===== src/rtl/mips_pkg.sv =====
// Shared MIPS opcode constants and instruction field widths.
package mips_pkg;

  localparam int unsigned OP_W  = 6;
  localparam int unsigned REG_W = 5;
  localparam int unsigned IMM_W = 16;

  localparam logic [OP_W-1:0] OP_RTYPE = 6'b000000;
  localparam logic [OP_W-1:0] OP_J     = 6'b000010;
  localparam logic [OP_W-1:0] OP_BEQ   = 6'b000100;
  localparam logic [OP_W-1:0] OP_BNE   = 6'b000101;
  localparam logic [OP_W-1:0] OP_LW    = 6'b100011;
  localparam logic [OP_W-1:0] OP_SW    = 6'b101011;

  // sll $0,$0,0
  localparam logic [31:0] NOP_INSTR = 32'h0000_0000;

endpackage


===== src/rtl/if_id_stage_if.sv =====
// Signal bundle between fetch/execute and the IF/ID stage.
interface if_id_stage_if #(
    parameter int unsigned PC_W  = 30,
    parameter int unsigned CNT_W = 16
);
    logic [31:0]      if_instr;
    logic [PC_W-1:0]  if_pc_plus1;
    logic             ex_mem_read;
    logic [4:0]       ex_rt;
    logic [31:0]      rs_data;
    logic [31:0]      rt_data;
    logic [31:0]      id_instr;
    logic [PC_W-1:0]  id_pc_plus1;
    logic             id_valid;
    logic             id_ex_bubble;
    logic             pc_hold;
    logic [31:0]      redirect_addr;
    logic [CNT_W-1:0] stall_cnt;
    logic [CNT_W-1:0] flush_cnt;

    modport master (
        output if_instr, if_pc_plus1, ex_mem_read, ex_rt, rs_data, rt_data,
        input  id_instr, id_pc_plus1, id_valid, id_ex_bubble, pc_hold, redirect_addr,
               stall_cnt, flush_cnt
    );

    modport slave (
        input  if_instr, if_pc_plus1, ex_mem_read, ex_rt, rs_data, rt_data,
        output id_instr, id_pc_plus1, id_valid, id_ex_bubble, pc_hold, redirect_addr,
               stall_cnt, flush_cnt
    );
endinterface


===== src/rtl/hazard_unit.sv =====
// Combinational load-use hazard detector for the instruction in ID.
module hazard_unit
    import mips_pkg::*;
(
    input  logic             valid,
    input  logic             mem_read,
    input  logic [REG_W-1:0] ex_rt,
    input  logic [OP_W-1:0]  op,
    input  logic [REG_W-1:0] rs,
    input  logic [REG_W-1:0] rt,
    output logic             stall
);
    logic uses_rt;

    always_comb begin
        uses_rt = (op == OP_RTYPE) || (op == OP_BEQ) || (op == OP_BNE) || (op == OP_SW);
        stall   = valid && mem_read && (ex_rt != '0) &&
                  ((ex_rt == rs) || (uses_rt && (ex_rt == rt)));
    end
endmodule


===== src/rtl/if_id_stage.sv =====
// IF/ID pipeline register with load-use stall, ID-stage branch/jump resolution
// and saturating stall/flush counters.
module if_id_stage #(
    parameter int unsigned PC_W      = 30,
    parameter int unsigned CNT_W     = 16,
    parameter logic [31:0] NOP_INSTR = 32'h0000_0000
) (
    input logic         clk,
    input logic         rst_n,
    if_id_stage_if.slave bus
);
    import mips_pkg::*;

    logic [31:0]      instr_q;
    logic [PC_W-1:0]  pc_q;
    logic             valid_q;
    logic [CNT_W-1:0] stall_cnt_q;
    logic [CNT_W-1:0] flush_cnt_q;

    logic [OP_W-1:0]  op;
    logic             stall;
    logic             taken;
    logic [PC_W-1:0]  target;

    assign op = instr_q[31:26];

    hazard_unit u_hazard (
        .valid    (valid_q),
        .mem_read (bus.ex_mem_read),
        .ex_rt    (bus.ex_rt),
        .op       (op),
        .rs       (instr_q[25:21]),
        .rt       (instr_q[20:16]),
        .stall    (stall)
    );

    always_comb begin
        taken  = 1'b0;
        target = pc_q + {{(PC_W-IMM_W){instr_q[15]}}, instr_q[15:0]};
        if (valid_q && !stall) begin
            case (op)
                OP_BEQ:  taken = (bus.rs_data == bus.rt_data);
                OP_BNE:  taken = (bus.rs_data != bus.rt_data);
                OP_J: begin
                    taken  = 1'b1;
                    target = {pc_q[PC_W-1:26], instr_q[25:0]};
                end
                default: taken = 1'b0;
            endcase
        end
    end

    always_ff @(posedge clk or negedge rst_n) begin
        if (!rst_n) begin
            instr_q     <= NOP_INSTR;
            pc_q        <= '0;
            valid_q     <= 1'b0;
            stall_cnt_q <= '0;
            flush_cnt_q <= '0;
        end else if (stall) begin
            if (stall_cnt_q != '1) stall_cnt_q <= stall_cnt_q + 1'b1;
        end else if (taken) begin
            // Squash the wrong-path instruction fetched behind the branch.
            instr_q <= NOP_INSTR;
            valid_q <= 1'b0;
            if (flush_cnt_q != '1) flush_cnt_q <= flush_cnt_q + 1'b1;
        end else begin
            instr_q <= bus.if_instr;
            pc_q    <= bus.if_pc_plus1;
            valid_q <= 1'b1;
        end
    end

    assign bus.id_instr      = instr_q;
    assign bus.id_pc_plus1   = pc_q;
    assign bus.id_valid      = valid_q;
    assign bus.id_ex_bubble  = stall;
    assign bus.pc_hold       = stall;
    assign bus.redirect_addr = taken ? {target, 2'b00} : 32'h0;
    assign bus.stall_cnt     = stall_cnt_q;
    assign bus.flush_cnt     = flush_cnt_q;
endmodule


===== src/flat_wrapper.sv =====
// flat-port wrapper written by rule: the top's interface ports become plain ports
module if_id_stage_flat import mips_pkg::*;
#(
    parameter int unsigned PC_W      = 30,
    parameter int unsigned CNT_W     = 16,
    parameter logic [31:0] NOP_INSTR = 32'h0000_0000
)
  (clk, rst_n, bus_if_instr, bus_if_pc_plus1, bus_ex_mem_read, bus_ex_rt, bus_rs_data, bus_rt_data, bus_id_instr, bus_id_pc_plus1, bus_id_valid, bus_id_ex_bubble, bus_pc_hold, bus_redirect_addr, bus_stall_cnt, bus_flush_cnt);
  if_id_stage_if #(.PC_W(PC_W), .CNT_W(CNT_W)) bus_i ();
  input logic clk;
  input logic rst_n;
  input wire logic [$bits(bus_i.if_instr)-1:0] bus_if_instr;
  input wire logic [$bits(bus_i.if_pc_plus1)-1:0] bus_if_pc_plus1;
  input wire logic [$bits(bus_i.ex_mem_read)-1:0] bus_ex_mem_read;
  input wire logic [$bits(bus_i.ex_rt)-1:0] bus_ex_rt;
  input wire logic [$bits(bus_i.rs_data)-1:0] bus_rs_data;
  input wire logic [$bits(bus_i.rt_data)-1:0] bus_rt_data;
  output wire logic [$bits(bus_i.id_instr)-1:0] bus_id_instr;
  output wire logic [$bits(bus_i.id_pc_plus1)-1:0] bus_id_pc_plus1;
  output wire logic [$bits(bus_i.id_valid)-1:0] bus_id_valid;
  output wire logic [$bits(bus_i.id_ex_bubble)-1:0] bus_id_ex_bubble;
  output wire logic [$bits(bus_i.pc_hold)-1:0] bus_pc_hold;
  output wire logic [$bits(bus_i.redirect_addr)-1:0] bus_redirect_addr;
  output wire logic [$bits(bus_i.stall_cnt)-1:0] bus_stall_cnt;
  output wire logic [$bits(bus_i.flush_cnt)-1:0] bus_flush_cnt;
  assign bus_i.if_instr = bus_if_instr;
  assign bus_i.if_pc_plus1 = bus_if_pc_plus1;
  assign bus_i.ex_mem_read = bus_ex_mem_read;
  assign bus_i.ex_rt = bus_ex_rt;
  assign bus_i.rs_data = bus_rs_data;
  assign bus_i.rt_data = bus_rt_data;
  assign bus_id_instr = bus_i.id_instr;
  assign bus_id_pc_plus1 = bus_i.id_pc_plus1;
  assign bus_id_valid = bus_i.id_valid;
  assign bus_id_ex_bubble = bus_i.id_ex_bubble;
  assign bus_pc_hold = bus_i.pc_hold;
  assign bus_redirect_addr = bus_i.redirect_addr;
  assign bus_stall_cnt = bus_i.stall_cnt;
  assign bus_flush_cnt = bus_i.flush_cnt;
  if_id_stage #(.PC_W(PC_W), .CNT_W(CNT_W), .NOP_INSTR(NOP_INSTR)) u_core (.clk(clk), .rst_n(rst_n), .bus(bus_i));
endmodule

===== config.mk =====
export PLATFORM = sky130hd
export DESIGN_NAME = if_id_stage_flat
export DESIGN_NICKNAME = d
export VERILOG_FILES = /design/src/rtl/mips_pkg.sv /design/src/rtl/if_id_stage_if.sv /design/src/rtl/hazard_unit.sv /design/src/rtl/if_id_stage.sv /design/src/flat_wrapper.sv
export SDC_FILE = /design/constraint.sdc
export NUM_CORES = 1
export LEC_CHECK = 0
export BUFFER_PORTS_ARGS = -buffer_cell sky130_fd_sc_hd__buf_2
export CAP_MARGIN = 10
export CORE_MARGIN = 2
export CORE_UTILIZATION = 46
export DETAILED_ROUTE_END_ITERATION = 10
export PLACE_DENSITY = 0.87
export SLEW_MARGIN = 30
export SYNTH_ARGS = -nofsm -noshare
export SYNTH_HDL_FRONTEND = slang
export SYNTH_HIERARCHICAL = 1
export SYNTH_SLANG_ARGS = --single-unit
export TNS_END_PERCENT = 20

===== constraint.sdc =====
create_clock -name clk -period 4.2 [get_ports clk]
set_input_delay 0.21 -clock clk [delete_from_list [all_inputs] [get_ports clk]]
set_output_delay 0.21 -clock clk [all_outputs]
set_load 0.005 [all_outputs]

==> impl_results.md, run 1 <==
* Status: finished, final reports clean
* Slew at the pin closest to its max-slew limit at 705 ps
* Port bufs at 260
* Initial antenna violation count at 1
* Netlist Area Pre-Place at 6220 um^2
* CP arrival at 3620 ps
* Final critical-path required period at 3830 ps
* Vias in the first global route at 6107
* Critical path data required time at 3990 ps
* Nets at 1103
* Total number of vias at 6217
* Critical path class: flip-flop to output port
* Dpl hpwl at 14900 um
* Synthesized area per cell at 9.16 um^2
* CTS tree: built
* Inserted Clock Buffers at 9
* Area Growth Syn to Fin at 30.0%
* Synth top area share at 38.2%
* Initial core utilization at 47.0%
* Max IR drop VDD at 184 uV
* Ys flop type: dfrtp_1
* Std-Cell Rows at 42
* Post-synth ARST share at 100%
* I/O Pins at 263
* Post-route ant nets at 0
* Slew Limit Headroom at 53.0%
* Post-synth EDFFs at 0
* Tot GR Track Use at 27.3%
* Worst skew pair latency at 350 ps
* Die X at 120 um
* Die height at 120 um
* PwrDens at 343 nW/um^2
* Top cell types by occurrence after synthesis: nand2_1 (115), dfrtp_1 (95), o21ai_0 (70), xor2_1 (59), xnor2_1 (37)
* Clock Tree Root: clkbuf_16
* Vias per cell at 5.56
* # resized after CTS at 0
* Final slew viol count at 0
* Gr ovfl total at 0
* Starting DRC count in detailed routing at 516
* RSZ-0062 raised after global routing: no
* Final Non-Filler Cells at 1119
* Max cap viols at 0
* Met2 WL at 10000 um
* Fin util at 61.1%
* Total iterations of the first detailed-routing run at 5
* Drt total wl at 19700 um
* Synth warn at 6
* Final setup violation count at 0
* Period Utilization, post-route at 91.3%
* Die area at 14500 um^2
* DP Cell Count at 1101
* DR WL met3 at 1410 um
* Count leader, synth: nand2_1
* Critical path capture point type: output port
* Post-synthesis sequential area ratio at 38.2%
* Pre-CTS setup slack at 790 ps
* DR DRC count at 0
* Final TNS setup at 0 ps
* Leading area contributor after synthesis: dfrtp_1
* Wirelength per Cell at 17.6 um
* Synthesized flop and latch total at 95
* CP Max Fanout at 4
* Top routing layer in use: met4
* Fmax at 261 MHz
* Reg clk slew, reported paths at 70 ps
* Top cells by area, synth: dfrtp_1 (38%), xor2_1 (8.3%), nand2_1 (6.9%), ha_1 (6.2%), o21ai_0 (5.6%)
* H-Tree Depth at 3
* Wl on met1 at 7900 um
* Setup WS post-layout at 367 ps
* CP Launch Type: flip-flop
* Gpl congestion at 0.899
* Setup bufs post-CTS at 0
* CTS max path bufs at 2
* Clock Skews at 9.16 ps
* Final hold slack at 78.0 ps
* Leakage at 3.98 nW
* Synth Instances at 679
* Core Area at 13200 um^2
* HP Class: input port to flip-flop
* Distinct cells, synth at 58
* Pin count of the biggest net entering global routing at 70
* Clock sink total at 95
* First-pass GRT wire length at 30900 um
* Hold Fails Final Rpt at 0
* Layout cells sized above 1 at 34.2%
-- report_power, final --
group          switching (mW)  internal (mW)  leakage [nW]  total (mW)
clock network           0.378          0.591         0.169       0.969
logic                   0.384          0.342          2.67       0.726
registers              0.0938          0.988          1.14        1.08
total                   0.856           1.92          3.98        2.78
-- repair_timing --
action                                  in CTS  in global routing
hold endpoints to repair                    54                  0
endpoints found under the setup margin       0                  0
hold buffers                                 1                  0
-- path summary, 6_finish.rpt --
| kind | to | slack (ps) | start | cells after the start |
|---|---|---|---|---|
| min in group asynchronous | u_core/bus.id_pc_plus1[10]$_DFFE_PN0P_ | 470 | rst_n | 2 |
| worst max-delay path | bus_redirect_addr[30] | 370 | u_core/bus.id_instr[0]$_DFFE_PN0N_ | 14 |
| worst min register to register | u_core/bus.flush_cnt[9]$_DFFE_PN0P_ | 490 | u_core/bus.flush_cnt[9]$_DFFE_PN0P_ | 1 |
| max in group asynchronous | u_core/bus.flush_cnt[1]$_DFFE_PN0P_ | 2760 | rst_n | 3 |
| worst max register to register | u_core/bus.stall_cnt[15]$_DFFE_PN0P_ | 740 | u_core/bus.id_instr[26]$_DFFE_PN0N_ | 11 |
| worst min-delay path | u_core/bus.id_pc_plus1[1]$_DFFE_PN0P_ | 80 | bus_if_pc_plus1[1] | 3 |
-- cell families after synthesis --
| logic type | share of synthesized area, % |
|---|---|
| DFF | 38.2 |
| muxes | 5.75 |
| and+or+nand+nor | 17.3 |
| adders and majority gates | 6.56 |
| AOI/OAI and AO/OA | 16.0 |
| other | 0.0603 |
| buffers and inverters | 2.55 |
| xor gates and xnor gates | 13.5 |
-- through the flow --
step	total power [mW]	cell area, um^2
4_1_cts	2.79	8090
6_report	2.78	8090
3_5_place_dp	1.81	7720
2_1_floorplan	1.52	6220
5_1_grt	2.93	8090
3_3_place_gp	1.79	7720
-- cell usage in the layout (no fill, tap or decap), types with 5 or more instances in the layout --
cell type  instances
o21ai_0           70
clkbuf_16          9
a211oi_1           9
nor3_2             5
xnor2_1           37
a21oi_1           22
o211ai_1           6
and3_1             8
nand2_1          115
nor4_1            10
nand4_1           15
nand3_1           16
nor2b_1            6
buf_4             11
ha_1              31
mux2_2            25
a21o_1            10
mux2_1             5
inv_1             11
o21a_1            15
buf_2            259
nor2_1            27
dfrtp_1           95
xor2_1            59
-- cell type report --
class                      count  area, um^2
clock buffer                   9         225
multi-input combinational    549        3710
antenna                        1        2.50
clock inverter                 7         126
tap                          176         220
timing repair buffer         271        1390
inverter                      11        41.3
sequential                    95        2380
fill                        1145        5150
-- worst max-delay path, stage by stage, from the launching register on --
cell and delay (ps):
dfrtp_1 390, ha_1 250, inv_1 80, fa_1 410, nor2b_1 190, o31ai_1 90, buf_4 160, a2111oi_0 580
o2111ai_1 210, a211oi_1 220, a2111oi_0 110, xor2_1 160, o21ai_0 180, o21a_1 140, buf_2 110
-- layer usage --
metal | up-vias | global-route usage [%]
met1 | 2992 | 32.3
met3 | 35 | 6.51
li1 | 2925 | -
met5 | - | 0
met4 | 0 | 9.30
met2 | 265 | 48.5
-- flip-flops by register name, indices dropped and copies added (netlist names) --
| register | count |
|---|---|
| u_core/bus.id_instr | 32 |
| u_core/bus.id_pc_plus1 | 30 |
| u_core/bus.flush_cnt | 16 |
| u_core/bus.stall_cnt | 16 |
| u_core/bus.id_valid | 1 |
Power figures use the tool's default switching activity.
==> run 2, diff against run 1 <==
CTS_CLUSTER_SIZE = 8   (was not set)
GPL_TIMING_DRIVEN = 0   (was not set)
==> run 2 against run 1 <==
  * Combinational power is 1% lower
  * Non-clock buffer count is 16 higher
  * Critical path depth is 1 lower
  * Core utilization is 0.37 points higher
  * Critical path type unchanged
  * Largest cell class unchanged
  * Largest power group unchanged
==> impl_results.md, run 2 (same netlist as run 1, synthesis figures left out) <==
* Wirelength per Cell at 17.3 um
* Starting DRC count in detailed routing at 326
* RR Endpoint: u_core/bus.id_pc_plus1[12]$_DFFE_PN0P_
* H-Tree Depth at 3
* HP Start: bus_if_pc_plus1[13]
* Tot GR Track Use at 27.0%
* Gr ovfl total at 0
* Vias per cell at 5.51
* Worst R2R Setup Slack at 220 ps
* Hold Fails Final Rpt at 0
* Clock Skews at 10.2 ps
* Clock Tree Root: clkbuf_16
* CP Cell Sequence: ha_1, inv_1, fa_1, nor2b_1, o31ai_1, a2111oi_0, o2111ai_1, a211oi_1, a2111oi_0, xor2_1, o21ai_0, o21a_1, buf_2
* Nets at 1119
* Slew Limit Headroom at 45.2%
* Initial antenna violation count at 4
* First-pass GRT wire length at 30300 um
* PwrDens at 329 nW/um^2
* Max cap viols at 0
* Fin area at 8140 um^2
* Final Non-Filler Cells at 1138
* I/O Pins at 263
* Critical path class: flip-flop to output port
* Final slew viol count at 0
* CP peak stage delay at 550 ps
* CP dominant cell by count: a2111oi_0
* RR Startpoint: u_core/bus.id_instr[26]$_DFFE_PN0N_
* Worst r2r path cells at 13
* Commonest cells after routing, fill and taps aside: buf_2 (263), nand2_1 (115), dfrtp_1 (94), o21ai_0 (70), xor2_1 (59)
* Worst skew pair latency at 350 ps
* CP top delay family: compound AO/OA/AOI/OAI gates
* Overall power at 2.67 mW
* Most common cell after layout, fill and taps aside: buf_2
* Initial core utilization at 47.0%
* Drt total wl at 19700 um
* CP Max Fanout at 4
* Max reg flops at 32
* Buf/Inv on CP at 2
* Inserted Clock Buffers at 9
* Port bufs at 260
* Critical path data required time at 3990 ps
* CP Launch Type: flip-flop
* Hold endpoint: u_core/bus.id_pc_plus1[13]$_DFFE_PN0P_
* Pin count of the biggest net entering global routing at 70
* Clock sink total at 95
* DR DRC count at 0
* Hold Path Stages at 2
* HP Class: input port to flip-flop
* Die X at 120 um
* Post-route ant nets at 0
* Leakage at 3.99 nW
* Dpl hpwl at 15500 um
* CTS tree: built
* RSZ-0062 raised after global routing: no
* Fmax at 250 MHz
* Final critical-path required period at 4010 ps
* Critical path's slowest cell: o31ai_1
* Setup bufs post-CTS at 0
* Fin util at 61.4%
* Status: finished, final reports clean
* Max IR drop VDD at 245 uV
* Layout cells sized above 1 at 33.9%
* Dpl cell area at 7780 um^2
* Total number of vias at 6274
* Area Growth Syn to Fin at 30.8%
* Reg clk slew, reported paths at 70 ps
* Core Area at 13200 um^2
* Critical path capture point type: output port
* Die height at 120 um
* CTS max path bufs at 2
* CP arrival at 3800 ps
* Total iterations of the first detailed-routing run at 4
* Vias in the first global route at 5881
* DP Cell Count at 1117
* Final setup violation count at 0
* Gpl congestion at 0.963
* Die area at 14500 um^2
* Slew at the pin closest to its max-slew limit at 801 ps
* Period Utilization, post-route at 95.4%
* Std-Cell Rows at 42
==> run 2: cell count changes in the layout (fill, tap and decap cells not counted), sizes merged <==
cell,before,now
buf,270,271
clkbuf,9,24
clkinv,0,1
bufinv,3,1
inv,14,15
diode,1,4
==> run 2: worst register-to-register path, stage by stage (launching register included) <==
cell      delay (ps)
dfrtp_1          450
nor2b_1          170
or4_1            390
a2111o_1         460
a21oi_4          310
nor2b_1          110
nand4b_1         140
inv_1             50
o311a_1          190
nor2_2           310
nand2_1          230
nor2_1           330
buf_2            350
mux2_2           380
==> run 2: per-layer routing <==
metal  part of all wire, %  vias up  global-route usage, %
met4                   3.5        0                   10.6
met3                   7.6       43                   5.94
met2                    49      288                   46.3
li1                      -     2972                      -
met5                     0        -                      0
met1                    40     2971                   33.0
==> run 2: how the worst max path moves through the flow <==
stage	start	depth (start not counted)	end	slack (ps)
3_5_place_dp	u_core/bus.id_instr[26]$_DFFE_PN0N_	13	u_core/bus.id_pc_plus1[8]$_DFFE_PN0P_	-350
4_1_cts	u_core/bus.id_instr[26]$_DFFE_PN0N_	13	u_core/bus.id_pc_plus1[8]$_DFFE_PN0P_	40
5_1_grt	u_core/bus.id_instr[26]$_DFFE_PN0N_	13	u_core/bus.id_pc_plus1[12]$_DFFE_PN0P_	5
3_3_place_gp	u_core/bus.id_instr[26]$_DFFE_PN0N_	13	u_core/bus.id_pc_plus1[9]$_DFFE_PN0P_	-340
6_report	u_core/bus.id_instr[0]$_DFFE_PN0N_	13	bus_redirect_addr[30]	190
2_1_floorplan	u_core/bus.id_instr[26]$_DFFE_PN0N_	13	u_core/bus.id_pc_plus1[0]$_DFFE_PN0P_	780
==> run 2: report_power, final <==
group / internal, mW / switching [mW] / total (mW)
registers: 0.988 / 0.0942 / 1.08
logic: 0.342 / 0.376 / 0.718
clock network: 0.476 / 0.396 / 0.872
==> run 2: layout make-up <==
class	instances	area [um^2]
fill	1184	5110
multi-input combinational	549	3710
sequential	95	2380
timing repair buffer	262	1350
clock buffer	9	225
tap	176	220
buffer	25	124
clock inverter	7	86.3
inverter	11	41.3
antenna	4	10.0
==> run 2: metrics by stage <==
step                hold slack, ps  TNS (ps)  setup slack (ps)
global placement               414    -11530              -339
finish                        69.8         0               194
global route                  63.4         0              5.10
CTS                           44.9         0              38.7
floorplan                    -85.6         0               775
detailed placement            91.7    -11350              -352
==> run 2: timing repair <==
item                                   CTS  global route
gates resized for setup                  4             6
endpoints found under the hold margin   26             0
setup endpoints to repair               81            44
hold buffers                             1             0
